### src/rtl/serdiv_arbiter_if.sv
// Bundle of requester, response and divider handshake signals around the shared divider arbiter.
// The arbiter uses the slave view; the surrounding issue logic and divider use the master view.
interface serdiv_arbiter_if #(
    parameter int NUM_REQ       = 2,
    parameter int WIDTH         = 64,
    parameter int TRANS_ID_BITS = 3
);
    logic                                   flush_i;

    logic [NUM_REQ-1:0]                     req_vld_i;
    logic [NUM_REQ-1:0]                     req_rdy_o;
    logic [NUM_REQ-1:0][WIDTH-1:0]          req_op_a_i;
    logic [NUM_REQ-1:0][WIDTH-1:0]          req_op_b_i;
    logic [NUM_REQ-1:0]                     req_op_a_label_i;
    logic [NUM_REQ-1:0]                     req_op_b_label_i;
    logic [NUM_REQ-1:0][1:0]                req_opcode_i;
    logic [NUM_REQ-1:0][TRANS_ID_BITS-1:0]  req_id_i;

    logic [NUM_REQ-1:0]                     rsp_vld_o;
    logic [NUM_REQ-1:0]                     rsp_rdy_i;
    logic [WIDTH-1:0]                       rsp_res_o;
    logic                                   rsp_res_label_o;
    logic [TRANS_ID_BITS-1:0]               rsp_id_o;

    logic                                   div_in_vld_o;
    logic                                   div_in_rdy_i;
    logic [WIDTH-1:0]                       div_op_a_o;
    logic [WIDTH-1:0]                       div_op_b_o;
    logic                                   div_op_a_label_o;
    logic                                   div_op_b_label_o;
    logic [1:0]                             div_opcode_o;
    logic [TRANS_ID_BITS-1:0]               div_id_o;
    logic                                   div_flush_o;

    logic                                   div_out_vld_i;
    logic                                   div_out_rdy_o;
    logic [WIDTH-1:0]                       div_res_i;
    logic                                   div_res_label_i;
    logic [TRANS_ID_BITS-1:0]               div_id_i;

    modport slave (
        input  flush_i,
        input  req_vld_i, req_op_a_i, req_op_b_i, req_op_a_label_i, req_op_b_label_i,
        input  req_opcode_i, req_id_i,
        output req_rdy_o,
        output rsp_vld_o, rsp_res_o, rsp_res_label_o, rsp_id_o,
        input  rsp_rdy_i,
        output div_in_vld_o, div_op_a_o, div_op_b_o, div_op_a_label_o, div_op_b_label_o,
        output div_opcode_o, div_id_o, div_flush_o,
        input  div_in_rdy_i,
        input  div_out_vld_i, div_res_i, div_res_label_i, div_id_i,
        output div_out_rdy_o
    );

    modport master (
        output flush_i,
        output req_vld_i, req_op_a_i, req_op_b_i, req_op_a_label_i, req_op_b_label_i,
        output req_opcode_i, req_id_i,
        input  req_rdy_o,
        input  rsp_vld_o, rsp_res_o, rsp_res_label_o, rsp_id_o,
        output rsp_rdy_i,
        input  div_in_vld_o, div_op_a_o, div_op_b_o, div_op_a_label_o, div_op_b_label_o,
        input  div_opcode_o, div_id_o, div_flush_o,
        output div_in_rdy_i,
        output div_out_vld_i, div_res_i, div_res_label_i, div_id_i,
        input  div_out_rdy_o
    );
endinterface

### src/rtl/serdiv_arbiter.sv
// Round-robin arbiter sharing one labelled serial divider between NUM_REQ requesters,
// one operation in flight at a time.
//
// state    | meaning
// ---------+-------------------------------------------------------------
// ST_IDLE  | waiting for a request; grants first valid at/after ptr
// ST_ISSUE | latched operation presented to the divider
// ST_BUSY  | divider working; waiting for its result
// ST_RESP  | result presented to the owning requester
module serdiv_arbiter #(
    parameter int NUM_REQ       = 2,
    parameter int WIDTH         = 64,
    parameter int TRANS_ID_BITS = 3
) (
    input  logic               clk_i,
    input  logic               rst_i,
    serdiv_arbiter_if.slave    bus
);
    localparam int PTR_W = (NUM_REQ > 1) ? $clog2(NUM_REQ) : 1;

    typedef enum logic [1:0] {ST_IDLE, ST_ISSUE, ST_BUSY, ST_RESP} state_e;

    state_e                   state_q, state_d;
    logic [PTR_W-1:0]         ptr_q, ptr_d;
    logic [PTR_W-1:0]         owner_q, owner_d;
    logic [WIDTH-1:0]         op_a_q, op_a_d, op_b_q, op_b_d, res_q, res_d;
    logic                     op_a_lbl_q, op_a_lbl_d, op_b_lbl_q, op_b_lbl_d;
    logic                     res_lbl_q, res_lbl_d;
    logic [1:0]               opcode_q, opcode_d;
    logic [TRANS_ID_BITS-1:0] id_q, id_d, rsp_id_q, rsp_id_d;
    logic                     div_in_vld_q, div_in_vld_d;
    logic                     div_out_rdy_q, div_out_rdy_d;
    logic [NUM_REQ-1:0]       rsp_vld_q, rsp_vld_d;

    logic                     gnt_vld;
    logic [PTR_W-1:0]         gnt_idx;
    logic [PTR_W-1:0]         cand_idx;
    logic [NUM_REQ-1:0]       gnt_oh;

    function automatic logic [PTR_W-1:0] rr_idx(input logic [PTR_W-1:0] base, input int off);
        int s;
        s = int'(base) + off;
        if (s >= NUM_REQ) s = s - NUM_REQ;
        return PTR_W'(s);
    endfunction

    // Scan from the farthest offset back to ptr so the nearest valid requester wins.
    always_comb begin
        gnt_vld  = 1'b0;
        gnt_idx  = '0;
        cand_idx = '0;
        for (int i = NUM_REQ - 1; i >= 0; i--) begin
            cand_idx = rr_idx(ptr_q, i);
            if (bus.req_vld_i[cand_idx]) begin
                gnt_vld = 1'b1;
                gnt_idx = cand_idx;
            end
        end
        gnt_oh          = '0;
        gnt_oh[gnt_idx] = gnt_vld;
    end

    assign bus.req_rdy_o = (state_q == ST_IDLE && !bus.flush_i && !rst_i) ? gnt_oh : '0;

    always_comb begin
        state_d       = state_q;
        ptr_d         = ptr_q;
        owner_d       = owner_q;
        op_a_d        = op_a_q;
        op_b_d        = op_b_q;
        op_a_lbl_d    = op_a_lbl_q;
        op_b_lbl_d    = op_b_lbl_q;
        opcode_d      = opcode_q;
        id_d          = id_q;
        res_d         = res_q;
        res_lbl_d     = res_lbl_q;
        rsp_id_d      = rsp_id_q;
        div_in_vld_d  = div_in_vld_q;
        div_out_rdy_d = div_out_rdy_q;
        rsp_vld_d     = rsp_vld_q;

        if (bus.flush_i) begin
            // Drop everything in flight; the round-robin pointer survives.
            state_d       = ST_IDLE;
            owner_d       = '0;
            op_a_d        = '0;
            op_b_d        = '0;
            op_a_lbl_d    = 1'b0;
            op_b_lbl_d    = 1'b0;
            opcode_d      = '0;
            id_d          = '0;
            res_d         = '0;
            res_lbl_d     = 1'b0;
            rsp_id_d      = '0;
            div_in_vld_d  = 1'b0;
            div_out_rdy_d = 1'b0;
            rsp_vld_d     = '0;
        end else begin
            case (state_q)
                ST_IDLE: begin
                    if (gnt_vld) begin
                        owner_d      = gnt_idx;
                        op_a_d       = bus.req_op_a_i[gnt_idx];
                        op_b_d       = bus.req_op_b_i[gnt_idx];
                        op_a_lbl_d   = bus.req_op_a_label_i[gnt_idx];
                        op_b_lbl_d   = bus.req_op_b_label_i[gnt_idx];
                        opcode_d     = bus.req_opcode_i[gnt_idx];
                        id_d         = bus.req_id_i[gnt_idx];
                        ptr_d        = (gnt_idx == PTR_W'(NUM_REQ - 1)) ? '0 : gnt_idx + PTR_W'(1);
                        div_in_vld_d = 1'b1;
                        state_d      = ST_ISSUE;
                    end
                end
                ST_ISSUE: begin
                    if (bus.div_in_rdy_i) begin
                        div_in_vld_d  = 1'b0;
                        div_out_rdy_d = 1'b1;
                        state_d       = ST_BUSY;
                    end
                end
                ST_BUSY: begin
                    if (bus.div_out_vld_i) begin
                        res_d              = bus.div_res_i;
                        res_lbl_d          = bus.div_res_label_i;
                        rsp_id_d           = bus.div_id_i;
                        div_out_rdy_d      = 1'b0;
                        rsp_vld_d          = '0;
                        rsp_vld_d[owner_q] = 1'b1;
                        state_d            = ST_RESP;
                    end
                end
                ST_RESP: begin
                    if (bus.rsp_rdy_i[owner_q]) begin
                        rsp_vld_d = '0;
                        state_d   = ST_IDLE;
                    end
                end
                default: begin
                    div_in_vld_d  = 1'b0;
                    div_out_rdy_d = 1'b0;
                    rsp_vld_d     = '0;
                    state_d       = ST_IDLE;
                end
            endcase
        end
    end

    always_ff @(posedge clk_i or posedge rst_i) begin
        if (rst_i) begin
            state_q       <= ST_IDLE;
            ptr_q         <= '0;
            owner_q       <= '0;
            op_a_q        <= '0;
            op_b_q        <= '0;
            op_a_lbl_q    <= 1'b0;
            op_b_lbl_q    <= 1'b0;
            opcode_q      <= '0;
            id_q          <= '0;
            res_q         <= '0;
            res_lbl_q     <= 1'b0;
            rsp_id_q      <= '0;
            div_in_vld_q  <= 1'b0;
            div_out_rdy_q <= 1'b0;
            rsp_vld_q     <= '0;
        end else begin
            state_q       <= state_d;
            ptr_q         <= ptr_d;
            owner_q       <= owner_d;
            op_a_q        <= op_a_d;
            op_b_q        <= op_b_d;
            op_a_lbl_q    <= op_a_lbl_d;
            op_b_lbl_q    <= op_b_lbl_d;
            opcode_q      <= opcode_d;
            id_q          <= id_d;
            res_q         <= res_d;
            res_lbl_q     <= res_lbl_d;
            rsp_id_q      <= rsp_id_d;
            div_in_vld_q  <= div_in_vld_d;
            div_out_rdy_q <= div_out_rdy_d;
            rsp_vld_q     <= rsp_vld_d;
        end
    end

    assign bus.div_in_vld_o     = div_in_vld_q;
    assign bus.div_op_a_o       = op_a_q;
    assign bus.div_op_b_o       = op_b_q;
    assign bus.div_op_a_label_o = op_a_lbl_q;
    assign bus.div_op_b_label_o = op_b_lbl_q;
    assign bus.div_opcode_o     = opcode_q;
    assign bus.div_id_o         = id_q;
    assign bus.div_flush_o      = bus.flush_i;
    assign bus.div_out_rdy_o    = div_out_rdy_q;

    assign bus.rsp_vld_o        = rsp_vld_q;
    assign bus.rsp_res_o        = res_q;
    // Taint can only accumulate: any labelled operand taints the result.
    assign bus.rsp_res_label_o  = res_lbl_q | op_a_lbl_q | op_b_lbl_q;
    assign bus.rsp_id_o         = rsp_id_q;
endmodule

### src/flat_wrapper.sv
// flat-port wrapper written by rule: the top's interface ports become plain ports
module serdiv_arbiter_flat 
#(
    parameter int NUM_REQ       = 2,
    parameter int WIDTH         = 64,
    parameter int TRANS_ID_BITS = 3
)
  (clk_i, rst_i, bus_flush_i, bus_req_vld_i, bus_req_op_a_i, bus_req_op_b_i, bus_req_op_a_label_i, bus_req_op_b_label_i, bus_req_opcode_i, bus_req_id_i, bus_req_rdy_o, bus_rsp_vld_o, bus_rsp_res_o, bus_rsp_res_label_o, bus_rsp_id_o, bus_rsp_rdy_i, bus_div_in_vld_o, bus_div_op_a_o, bus_div_op_b_o, bus_div_op_a_label_o, bus_div_op_b_label_o, bus_div_opcode_o, bus_div_id_o, bus_div_flush_o, bus_div_in_rdy_i, bus_div_out_vld_i, bus_div_res_i, bus_div_res_label_i, bus_div_id_i, bus_div_out_rdy_o);
  serdiv_arbiter_if #(.NUM_REQ(NUM_REQ), .WIDTH(WIDTH), .TRANS_ID_BITS(TRANS_ID_BITS)) bus_i ();
  input  logic clk_i;
  input  logic rst_i;
  input wire logic [$bits(bus_i.flush_i)-1:0] bus_flush_i;
  input wire logic [$bits(bus_i.req_vld_i)-1:0] bus_req_vld_i;
  input wire logic [$bits(bus_i.req_op_a_i)-1:0] bus_req_op_a_i;
  input wire logic [$bits(bus_i.req_op_b_i)-1:0] bus_req_op_b_i;
  input wire logic [$bits(bus_i.req_op_a_label_i)-1:0] bus_req_op_a_label_i;
  input wire logic [$bits(bus_i.req_op_b_label_i)-1:0] bus_req_op_b_label_i;
  input wire logic [$bits(bus_i.req_opcode_i)-1:0] bus_req_opcode_i;
  input wire logic [$bits(bus_i.req_id_i)-1:0] bus_req_id_i;
  output wire logic [$bits(bus_i.req_rdy_o)-1:0] bus_req_rdy_o;
  output wire logic [$bits(bus_i.rsp_vld_o)-1:0] bus_rsp_vld_o;
  output wire logic [$bits(bus_i.rsp_res_o)-1:0] bus_rsp_res_o;
  output wire logic [$bits(bus_i.rsp_res_label_o)-1:0] bus_rsp_res_label_o;
  output wire logic [$bits(bus_i.rsp_id_o)-1:0] bus_rsp_id_o;
  input wire logic [$bits(bus_i.rsp_rdy_i)-1:0] bus_rsp_rdy_i;
  output wire logic [$bits(bus_i.div_in_vld_o)-1:0] bus_div_in_vld_o;
  output wire logic [$bits(bus_i.div_op_a_o)-1:0] bus_div_op_a_o;
  output wire logic [$bits(bus_i.div_op_b_o)-1:0] bus_div_op_b_o;
  output wire logic [$bits(bus_i.div_op_a_label_o)-1:0] bus_div_op_a_label_o;
  output wire logic [$bits(bus_i.div_op_b_label_o)-1:0] bus_div_op_b_label_o;
  output wire logic [$bits(bus_i.div_opcode_o)-1:0] bus_div_opcode_o;
  output wire logic [$bits(bus_i.div_id_o)-1:0] bus_div_id_o;
  output wire logic [$bits(bus_i.div_flush_o)-1:0] bus_div_flush_o;
  input wire logic [$bits(bus_i.div_in_rdy_i)-1:0] bus_div_in_rdy_i;
  input wire logic [$bits(bus_i.div_out_vld_i)-1:0] bus_div_out_vld_i;
  input wire logic [$bits(bus_i.div_res_i)-1:0] bus_div_res_i;
  input wire logic [$bits(bus_i.div_res_label_i)-1:0] bus_div_res_label_i;
  input wire logic [$bits(bus_i.div_id_i)-1:0] bus_div_id_i;
  output wire logic [$bits(bus_i.div_out_rdy_o)-1:0] bus_div_out_rdy_o;
  assign bus_i.flush_i = bus_flush_i;
  assign bus_i.req_vld_i = bus_req_vld_i;
  assign bus_i.req_op_a_i = bus_req_op_a_i;
  assign bus_i.req_op_b_i = bus_req_op_b_i;
  assign bus_i.req_op_a_label_i = bus_req_op_a_label_i;
  assign bus_i.req_op_b_label_i = bus_req_op_b_label_i;
  assign bus_i.req_opcode_i = bus_req_opcode_i;
  assign bus_i.req_id_i = bus_req_id_i;
  assign bus_req_rdy_o = bus_i.req_rdy_o;
  assign bus_rsp_vld_o = bus_i.rsp_vld_o;
  assign bus_rsp_res_o = bus_i.rsp_res_o;
  assign bus_rsp_res_label_o = bus_i.rsp_res_label_o;
  assign bus_rsp_id_o = bus_i.rsp_id_o;
  assign bus_i.rsp_rdy_i = bus_rsp_rdy_i;
  assign bus_div_in_vld_o = bus_i.div_in_vld_o;
  assign bus_div_op_a_o = bus_i.div_op_a_o;
  assign bus_div_op_b_o = bus_i.div_op_b_o;
  assign bus_div_op_a_label_o = bus_i.div_op_a_label_o;
  assign bus_div_op_b_label_o = bus_i.div_op_b_label_o;
  assign bus_div_opcode_o = bus_i.div_opcode_o;
  assign bus_div_id_o = bus_i.div_id_o;
  assign bus_div_flush_o = bus_i.div_flush_o;
  assign bus_i.div_in_rdy_i = bus_div_in_rdy_i;
  assign bus_i.div_out_vld_i = bus_div_out_vld_i;
  assign bus_i.div_res_i = bus_div_res_i;
  assign bus_i.div_res_label_i = bus_div_res_label_i;
  assign bus_i.div_id_i = bus_div_id_i;
  assign bus_div_out_rdy_o = bus_i.div_out_rdy_o;
  serdiv_arbiter #(.NUM_REQ(NUM_REQ), .WIDTH(WIDTH), .TRANS_ID_BITS(TRANS_ID_BITS)) u_core (.clk_i(clk_i), .rst_i(rst_i), .bus(bus_i));
endmodule
### config.mk
export PLATFORM = sky130hd
export DESIGN_NAME = serdiv_arbiter_flat
export DESIGN_NICKNAME = d
export VERILOG_FILES = /design/src/rtl/serdiv_arbiter_if.sv /design/src/rtl/serdiv_arbiter.sv /design/src/flat_wrapper.sv
export SDC_FILE = /design/constraint.sdc
export NUM_CORES = 1
export LEC_CHECK = 0
export CORE_AREA = 2 2 218 220
export CTS_BUF_LIST = sky130_fd_sc_hd__clkbuf_4
export DETAILED_ROUTE_END_ITERATION = 10
export DIE_AREA = 0 0 220 222
export GPL_TIMING_DRIVEN = 0
export PLACE_DENSITY = 0.44
export SYNTH_ARGS = -nofsm -noshare
export SYNTH_HDL_FRONTEND = slang
export SYNTH_SLANG_ARGS = --single-unit
export TNS_END_PERCENT = 100
### constraint.sdc
create_clock -name clk_i -period 8.95 [get_ports clk_i]
set_input_delay 1.79 -clock clk_i [delete_from_list [all_inputs] [get_ports clk_i]]
set_output_delay 1.79 -clock clk_i [all_outputs]
set_load 0.1 [all_outputs]
# [Yosys cells after proc, flatten, opt, wreduce, memory -nomap -nowiden]
# Index checks and enable logic that the tools add are counted.
[totals] elab_cells=136 reg_bits=211 in_bits=347 output_inout_bits=210
[classes] reduce_logical=21 n_bitwise=4 add_sub_neg=4 n_mux=77 magnitude_cmp=8 n_eq_ne=7
[op_table] op="two-way mux 64 bit" count=13
[op_table] op="two-way mux 1 bit" count=37
[op_table] op="two-way mux 2 bit" count=13
[op_table] op="two-way mux 3 bit" count=8
[op_table] op="AND reduction 3 bit" count=4
[op_table] op="nonzero test 3 bit" count=3
[op_table] op="< comparator 1 x 2 -> 1 bit (second input constant)" count=4
[op_table] op="one-hot mux 2 bit (4 select lines)" count=1
[op_table] op="nonzero test 2 bit" count=4
[op_table] op="!= test 3 x 2 -> 1 bit (second input constant)" count=2
[op_table] op="!= test 3 bit (second input constant)" count=2
[op_table] op="equality test 2 bit (second input constant)" count=2
[op_table] op="logical AND 1 bit" count=4
[op_table] op="one-hot mux 1 bit (2 select lines)" count=2
[op_table] op="one-hot mux 2 bit (2 select lines)" count=1
[op_table] op="AND reduction 2 bit" count=2
[op_table] op="AND reduction 4 bit" count=1
[op_table] op="adder 1 x 1 -> 2 bit (second input constant)" count=1
[op_table] op="bitwise AND 2 bit" count=1
[op_table] op="demux 1 bit (select 1 bit)" count=2
[op_table] op="equality test 2 x 1 -> 1 bit (second input constant)" count=1
[op_table] op="greater-or-equal comparator 1 bit (second input constant)" count=2
[op_table] op="greater-or-equal comparator 1 x 2 -> 1 bit (second input constant)" count=1
[op_table] op="greater-or-equal comparator 2 bit (second input constant)" count=1
[op_table] op="other kinds (6)" count=9

# [Longest topological paths before layout]
# Gate-level depths: netlist of run 1.
[depth] ltp_word=13 mapped_depth=8 mapped_depth_nobuf=6

# [Least setup slack after synthesis of run 1]
# Ideal clock, no wire load.
[synth_path] path_kind="input to output" startpoint="in bus_flush_i" endpoint="out bus_req_rdy_o[0]" setup_slack_ns=2.479 cell_stages=5 required_time_ns=7.160 arrival_ns=4.681 path_buffers=2 path_cell_list="and2b_1 -> nand2_2 -> buf_2 -> buf_2 -> nor3b_1"
[synth_via] elab_chain_len=4
[synth_lines] item="start: declaration" line="flat_wrapper.sv:12" rtl="input wire logic [$bits(bus_i.flush_i)-1:0] bus_flush_i;"
[synth_lines] item="logical NOT 1 bit" line="serdiv_arbiter.sv:63" rtl="assign bus.req_rdy_o = (state_q == ST_IDLE && !bus.flush_i && !rst_i) ? gnt_oh : '0;"
[synth_lines] item="logical AND 1 bit (2 in a row)" line="serdiv_arbiter.sv:63"
[synth_lines] item="two-way mux 2 bit" line="serdiv_arbiter.sv:63"
[synth_lines] item="end: declaration" line="flat_wrapper.sv:20" rtl="output wire logic [$bits(bus_i.req_rdy_o)-1:0] bus_req_rdy_o;"
# No other way between the ends.

# [Worst setup path in the final report of run 1]
# Same ends and word-level chain as after synthesis.

==> summary.md, run 1 <==
| Metric | Value |
|---|---|
| Startpoint of the worst hold path | `u_core.ptr_q` |
| Final setup violation count | `0` |
| Post-DP HPWL | `33.2 mm` |
| TritonCTS sink count | `211` |
| First-pass GRT wire length | `62.0 mm` |
| Number of max-slew violations in the final report | `0` |
| Vias in the first global route | `9676` |
| Max-slew headroom | `22.3%` |
| Level count of the clock H-tree | `3` |
| Global router's overall resource usage | `17.1%` |
| Post-Syn Nets | `1294` |
| Launch instance of the worst register-to-register path | `u_core.state_q[0]` |
| Global route overflow | `0` |
| Clock power share | `19.2%` |
| Crit end category | `output pin` |
| Final critical-path share of the clock period | `75.0%` |
| Clk Tree Root Cell | `sky130_fd_sc_hd__clkbuf_4` |
| Tmin final | `6.71 ns` |
| Register-to-Register Path Depth | `7` |
| Total non-filler cell area in the finished layout | `16500 µm²` |
| WP data arrival | `4.92 ns` |
| Share of flip-flops with an asynchronous set or reset | `100%` |
| Horizontal extent of the die | `220 µm` |
| Highest achievable clock rate | `149 MHz` |
| Count of input and output buffers | `556` |
| CTS Buf Count | `69` |
| Height of the chip | `222 µm` |
| Number of violations of the max-capacitance limit | `0` |
| Count of cells along the worst hold path | `1` |
| Post-synth EDFFs | `0` |
| Hold-fix buffers, CTS | `0` |
| Clock-pin slew on the worst setup and hold paths | `0.06 ns` |
| Power dissipated by switching net loads | `2.62 mW` |
| Cell Area, Placed | `15700 µm²` |
| Post-Synthesis Cells | `941` |
| Nets@finish | `1922` |
| Total DRC errors in the routed layout | `0` |
| Number of distinct library cells after synthesis | `32` |
| Most used cells in the layout excluding fill and tap cells | `556 x sky130_fd_sc_hd__clkdlybuf4s50_1, 276 x sky130_fd_sc_hd__nand2_1, 211 x sky130_fd_sc_hd__dfrtp_1, 175 x sky130_fd_sc_hd__o21ai_0, 136 x sky130_fd_sc_hd__mux2i_1` |
| Maximum number of pins on one net before global-route repair | `115` |
| Iteration count of the initial detailed-routing pass | `4` |
| Outcome | `completed` |
| Register share of total power | `25.8%` |
| Max Buffers Root-to-Sink | `3` |
| Worst-case register-to-register setup slack | `6.67 ns` |
| Predominant post-synthesis flop cell | `sky130_fd_sc_hd__dfrtp_1` |
| Post-cts gate resize count | `0` |
| Most common library cell in the layout ignoring fill and taps | `sky130_fd_sc_hd__clkdlybuf4s50_1` |
| Setup repair bufs after CTS | `0` |
| Fill count | `4821` |
| Clock latency of the later-clocked register in the worst-skew pair | `0.70 ns` |
| Sequential area share after synthesis | `56.4%` |
| Detail Route Antenna Nets | `0` |
| Internal Pwr Total | `2.32 mW` |
| Worst-margin pin slew | `1.16 ns` |
| Yosys synthesis warning count | `0` |
| Combinational Power Share | `54.9%` |
| Standard cell core area | `46300 µm²` |
| Die footprint | `48800 µm²` |
| Final clock skew | `0.0182 ns` |
| Worst Setup Start Kind | `input port` |
| Post-synth design cell area | `9360 µm²` |
| Sw Share | `53.0%` |
| Non-filler cells in the finished layout | `2229` |
| Drt initial violations | `331` |
| Routed vias | `9189` |
| TNS Setup | `0 ns` |
| Critical path peak fanout | `10` |
| Final routed wirelength across all metal layers | `42.4 mm` |
| Peak supply drop | `0.131 mV` |
| Placed cell count | `2105` |
| Std-Cell Rows | `79` |
| RSZ-0062 raised after global routing | `no` |
| Wire length per cell | `19.0 µm` |
| Data required time at the worst endpoint | `7.16 ns` |
| Share of final-layout standard cells stronger than drive strength 1 | `9.51%` |
| Fin. Hold Viols | `0` |
| Power per cell area | `298 nW/µm²` |
| Clock tree from TritonCTS | `done` |
| Avg Cell Area, Syn | `9.95 µm²` |
| Antenna violations before repair | `4` |
| Static leakage power | `7.35 nW` |
| Gpl congestion | `0.825` |
| Endpoint, Worst Hold | `u_core.ptr_q` |
| Reg2reg end | `u_core.bus.div_op_b_o[40]` |
| Area growth from synthesis to layout | `76.7%` |
| Vias per cell | `4.12` |
| Type of the setup path with the least slack | `input port to output pin` |
| # IOs | `557` |
| Initial Utilization | `20.2%` |
| Flop and latch count out of synthesis | `211` |
| Path class of the lowest-slack min-delay path | `flip-flop to flip-flop` |
[final cells by class]
cell class	count	area [µm²]	area share [%]
Antenna cell	3	7.51	0.0454
Buffer	68	330	2.00
Clock buffer	96	721	4.36
Clock inverter	25	96.3	0.582
Inverter	7	33.8	0.204
Multi-Input combinational cell	655	3720	22.5
Sequential cell	211	5280	31.9
Tap cell	607	759	4.59
Timing Repair Buffer	557	5590	33.8
[sequential cells by signal, summed over array words and instances (netlist names)]
signal / count
u_core.bus.div_opcode_o: 2
u_core.bus.rsp_res_o: 64
u_core.bus.div_out_rdy_o: 1
u_core.bus.div_op_a_label_o: 1
u_core.bus.div_in_vld_o: 1
u_core.bus.div_op_a_o: 64
u_core.bus.rsp_id_o: 3
u_core.bus.div_op_b_label_o: 1
u_core.bus.rsp_vld_o: 2
u_core.bus.div_op_b_o: 64
u_core.bus.div_id_o: 3
u_core.state_q: 2
u_core.owner_q: 1
u_core.res_lbl_q: 1
u_core.ptr_q: 1
[kinds of logic (layout without fill, tap and decap cells)]
kind of cell,Yosys count,count (layout),synth area share (%)
muxes,137,137,14.7
buffers and inverters,75,753,3.81
other,0,3,0
and+or+nand+nor,291,291,12.1
adders and majority gates,6,6,0.802
DFF,211,211,56.4
AOI/OAI and AO/OA,221,221,12.3
[layer usage]
metal  GRT usage [%]  part of all wire (%)  up-vias
li1                -                     -     4482
met5               0                 0.026        -
met3            6.56                    10       64
met1            19.4                    39     4262
met2            29.2                    49      379
met4            5.87                   2.3        2
[cell usage after synthesis (2+ instances only)]
cell type | number | share of area [%]
sky130_fd_sc_hd__a21o_1 | 3 | 0.24
sky130_fd_sc_hd__a21oi_1 | 4 | 0.21
sky130_fd_sc_hd__a22o_1 | 3 | 0.28
sky130_fd_sc_hd__buf_2 | 33 | 1.8
sky130_fd_sc_hd__buf_4 | 8 | 0.64
sky130_fd_sc_hd__clkbuf_1 | 24 | 0.96
sky130_fd_sc_hd__clkbuf_2 | 3 | 0.16
sky130_fd_sc_hd__dfrtp_1 | 211 | 56
sky130_fd_sc_hd__ha_1 | 6 | 0.80
sky130_fd_sc_hd__inv_1 | 6 | 0.24
sky130_fd_sc_hd__mux2i_1 | 136 | 15
sky130_fd_sc_hd__nand2_1 | 276 | 11
sky130_fd_sc_hd__nand2b_1 | 2 | 0.13
sky130_fd_sc_hd__nor2_1 | 2 | 0.080
sky130_fd_sc_hd__nor3b_1 | 2 | 0.16
sky130_fd_sc_hd__o21ai_0 | 175 | 9.4
sky130_fd_sc_hd__o21ai_1 | 31 | 1.7
sky130_fd_sc_hd__or2_2 | 2 | 0.13
[critical path, stage by stage]
cell and delay, ns:
sky130_fd_sc_hd__clkdlybuf4s50_1 0.54, sky130_fd_sc_hd__and2b_1 0.38, sky130_fd_sc_hd__nand2_2 0.30, sky130_fd_sc_hd__buf_2 0.31
sky130_fd_sc_hd__buf_2 0.20, sky130_fd_sc_hd__nor3b_1 0.19, sky130_fd_sc_hd__clkdlybuf4s50_1 1.19
[worst max path at each step]
stage | slack (ns) | depth (start not counted) | endpoint | from
3_3_place_gp | -2.27 | 2 | u_core.bus.div_id_o[0] | rst_i
4_1_cts | 2.11 | 7 | bus_req_rdy_o[0] | bus_flush_i
2_1_floorplan | 1.39 | 1 | u_core.bus.div_id_o[0] | rst_i
5_1_grt | 2.01 | 7 | bus_req_rdy_o[0] | bus_flush_i
3_5_place_dp | 2.11 | 7 | bus_req_rdy_o[0] | bus_flush_i
6_report | 2.24 | 7 | bus_req_rdy_o[0] | bus_flush_i
[metrics by stage]
stage                     power, mW  hold slack (ns)  setup WS, ns  utilization (%)
final                          4.94            0.471          2.24             35.8
after global routing           5.19            0.497          2.01             35.8
after CTS                      5.03            0.475          2.11             35.8
after detailed placement       4.04            0.468          2.11             34.0
after global placement         4.03            0.459         -2.27             33.9
after floorplan                3.18            0.441          1.39                -
[power groups by stage]
stage | sequential (mW) | clock (mW) | combinational, mW
after floorplan | 2.71 | 0 | 0.476
after global placement | 1.28 | 0 | 2.75
after CTS | 1.28 | 1.00 | 2.75
after global routing | 1.30 | 1.05 | 2.83
final | 1.28 | 0.949 | 2.71
after detailed placement | 1.29 | 0 | 2.75
Note: power is estimated with default switching activity, not from simulation.
==> inputs of run 2 (changes only) <==
--- a/config.mk
+++ b/config.mk
@@ -5,12 +5,12 @@
 export SDC_FILE = /design/constraint.sdc
 export NUM_CORES = 1
 export LEC_CHECK = 0
-export CORE_AREA = 2 2 218 220
+export CORE_AREA = 2 2 217 219
 export CTS_BUF_LIST = sky130_fd_sc_hd__clkbuf_4
 export DETAILED_ROUTE_END_ITERATION = 10
-export DIE_AREA = 0 0 220 222
+export DIE_AREA = 0 0 219 221
 export GPL_TIMING_DRIVEN = 0
-export PLACE_DENSITY = 0.44
+export PLACE_DENSITY = 0.47
 export SYNTH_ARGS = -nofsm -noshare
 export SYNTH_HDL_FRONTEND = slang
 export SYNTH_SLANG_ARGS = --single-unit
==> constraint.sdc (replaced) <==
create_clock -name clk_i -period 5.37 [get_ports clk_i]
set_input_delay 1.074 -clock clk_i [delete_from_list [all_inputs] [get_ports clk_i]]
set_output_delay 1.074 -clock clk_i [all_outputs]
set_load 0.1 [all_outputs]
==> run 2 against run 1 <==
Compared with the run above: cell area up 0.30%; utilization is 0.26 points higher; final cell count is 0.31% lower; clock power rose by 66%; non-clock buffer count increased by 5; worst setup slack worse by 1.9 ns; clock skew up 0.0081 ns; sequential power rose by 66%; clock-buffer cell count down 5; critical path depth is the same; largest cell class unchanged.
==> summary.md, run 2 (synthesized netlist as in run 1, its figures left out) <==
| Metric | Value |
|---|---|
| Share of final-layout standard cells stronger than drive strength 1 | `9.62% (+0.11 points)` |
| Buffers plus inverters on the worst setup path | `4 (unchanged)` |
| Iteration count of the initial detailed-routing pass | `4 (unchanged)` |
| Initial Utilization | `20.3% (+0.087 points)` |
| Detail Route Antenna Nets | `0 (unchanged)` |
| TNS Setup | `0 ns (unchanged)` |
| Wire length per cell | `18.7 µm (-1.7%)` |
| Highest achievable clock rate | `198 MHz` |
| TritonCTS sink count | `211 (unchanged)` |
| Clock tree from TritonCTS | `done` |
| Type of the setup path with the least slack | `input port to output pin` |
| Final setup violation count | `0 (unchanged)` |
| Fill count | `4836 (+0.31%)` |
| Power per cell area | `496 nW/µm² (+66%)` |
| Crit end category | `output pin` |
| Most common library cell in the layout ignoring fill and taps | `sky130_fd_sc_hd__clkdlybuf4s50_1` |
| Tmin final | `5.06 ns` |
| RSZ-0062 raised after global routing | `no` |
| Hold-fix buffers, CTS | `0 (unchanged)` |
| Setup repair bufs after CTS | `0 (unchanged)` |
| Die footprint | `48400 µm² (-0.90%)` |
| Max Buffers Root-to-Sink | `3 (unchanged)` |
| Final critical-path share of the clock period | `94.2%` |
| Final routed wirelength across all metal layers | `41.6 mm (-2.0%)` |
| Area growth from synthesis to layout | `77.3%` |
| Max-slew headroom | `24.4% (+2.1 points)` |
| Total DRC errors in the routed layout | `0 (unchanged)` |
| Most used cells in the layout excluding fill and tap cells | `555 x sky130_fd_sc_hd__clkdlybuf4s50_1, 276 x sky130_fd_sc_hd__nand2_1, 211 x sky130_fd_sc_hd__dfrtp_1, 175 x sky130_fd_sc_hd__o21ai_0, 136 x sky130_fd_sc_hd__mux2i_1` |
| Outcome | `completed` |
| Count of input and output buffers | `556 (unchanged)` |
| Final clock skew | `0.0263 ns (+0.00807 ns)` |
| Post-cts gate resize count | `1 (+1)` |
| Antenna violations before repair | `11 (+7)` |
| Standard cell core area | `46100 µm² (-0.43%)` |
| Nets@finish | `1926 (+0.21%)` |
| Kind of cell with the highest combined delay on the critical path | `buffers and inverters` |
| First-pass GRT wire length | `61.4 mm (-0.95%)` |
| Worst Setup Start Kind | `input port` |
| Global router's overall resource usage | `16.9% (-0.16 points)` |
| Pre-CTS worst setup slack | `-0.00415 ns (-2.12 ns)` |
| Std-Cell Rows | `79 (unchanged)` |
| Clock-pin slew on the worst setup and hold paths | `0.06 ns (about the same)` |
| Min setup slack post-route | `0.311 ns (-1.93 ns)` |
| Data required time at the worst endpoint | `4.30 ns (-2.86 ns)` |
| Static leakage power | `7.37 nW (+0.26%)` |
| Worst-margin pin slew | `1.13 ns (-0.0315 ns)` |
| Critical path peak fanout | `10 (unchanged)` |
| Worst path slowest cell | `sky130_fd_sc_hd__dlygate4sd2_1` |
| Routed vias | `9248 (+0.64%)` |
| Cell chain of the critical path | `clkdlybuf4s50_1, and2b_1, nand2_2, buf_2, buf_2, nor3b_1, dlygate4sd2_1` |
| Peak supply drop | `0.235 mV (+80%)` |
| Stage delay of the slowest cell on the critical path | `0.90 ns (-0.29 ns)` |
| Clock latency of the later-clocked register in the worst-skew pair | `0.71 ns (about the same)` |
| CTS Buf Count | `68 (-1.4%)` |
| Fin. Hold Viols | `0 (unchanged)` |
| Path class of the lowest-slack min-delay path | `flip-flop to flip-flop` |
| WP data arrival | `3.98 ns (-0.94 ns)` |
| Vias per cell | `4.16 (+0.96%)` |
| Maximum number of pins on one net before global-route repair | `40 (-65%)` |
| Drt initial violations | `304 (-8.2%)` |
| Height of the chip | `221 µm (-0.45%)` |
| Number of violations of the max-capacitance limit | `0 (unchanged)` |
| Number of max-slew violations in the final report | `0 (unchanged)` |
| Vias in the first global route | `9718 (+0.43%)` |
| Most frequent cell on the critical path | `sky130_fd_sc_hd__buf_2` |
| # IOs | `557 (unchanged)` |
| Level count of the clock H-tree | `3 (unchanged)` |
| Worst Hold Margin | `0.473 ns (+0.00228 ns)` |
| Horizontal extent of the die | `219 µm (-0.45%)` |
| Clk Tree Root Cell | `sky130_fd_sc_hd__clkbuf_4` |
| Global route overflow | `0 (unchanged)` |
| Gpl congestion | `0.808 (-2.1%)` |
| Post-DP HPWL | `32.7 mm (-1.5%)` |
==> run 2: cell types whose count changed in the layout (fill, tap and decap cells not counted), sizes merged <==
cell           previous run  this run
diode                     3         4
buf                      42        47
dlygate4sd2               0         1
clkinvlp                  0         1
bufinv                    0         1
clkinv                   21        13
inv                      11         9
clkdlybuf4s50           556       555
clkbuf                  123       118
==> run 2: metrics by stage <==
step / cell area (µm²) / total power, mW / std cells / util [%]
floorplan: 9370 / 5.30 / 941 / -
global placement: 15700 / 6.70 / 2104 / 34.1
detailed placement: 15800 / 6.72 / 2110 / 34.3
CTS: 16600 / 8.38 / 2218 / 36.0
global route: 16600 / 8.63 / 2222 / 36.0
finish: 16600 / 8.23 / 2222 / 36.0
==> run 2: power breakdown <==
part / internal [mW] / switching (mW)
Sequential: 1.93 / 0.200
Combinational: 1.12 / 3.40
Clock: 0.825 / 0.759
==> run 2: area by class of cell <==
class                   instances  area (µm²)  share of cell area (%)
inverters                       7        30.0                   0.181
well taps                     607         759                    4.58
clock buffers                  91         683                    4.12
multi-input cells             655        3720                    22.4
repair buffers                562        5680                    34.3
plain buffers                  68         330                    1.99
clock inverters                17        93.8                   0.565
flip-flops and latches        211        5280                    31.8
diodes                          4        10.0                  0.0603
==> run 2: per-layer routing <==
metal  vias to the layer above  part of all wire [%]  GRT usage (%)
met4                        10                   2.3           5.78
met5                         -                  0.17              0
li1                       4493                     -              -
met3                        64                   9.2           6.49
met2                       387                    49           29.0
met1                      4294                    40           19.2
==> run 2: worst paths after layout <==
kind	startpoint	end	slack, ns	cells past startpoint
hold reg to reg	u_core.ptr_q	u_core.ptr_q	0.47	1
hold / removal	u_core.ptr_q	u_core.ptr_q	0.47	1
max in group asynchronous	rst_i	u_core.bus.div_op_a_o[20]	3.31	5
min in group asynchronous	rst_i	u_core.bus.div_op_b_o[17]	0.89	2
setup / recovery	bus_flush_i	bus_req_rdy_o[0]	0.31	7
setup reg to reg	u_core.state_q[0]	u_core.bus.div_op_b_o[4]	3.01	7
==> run 2: worst reg2reg max path: cells and delay by family, from the launching register on <==
family | cells | cell delay [ns]
buf+inv | 3 | 0.68
fa+ha+maj | 1 | 0.31
simple gates | 2 | 0.66
compound gates | 1 | 0.21
flops | 1 | 0.42
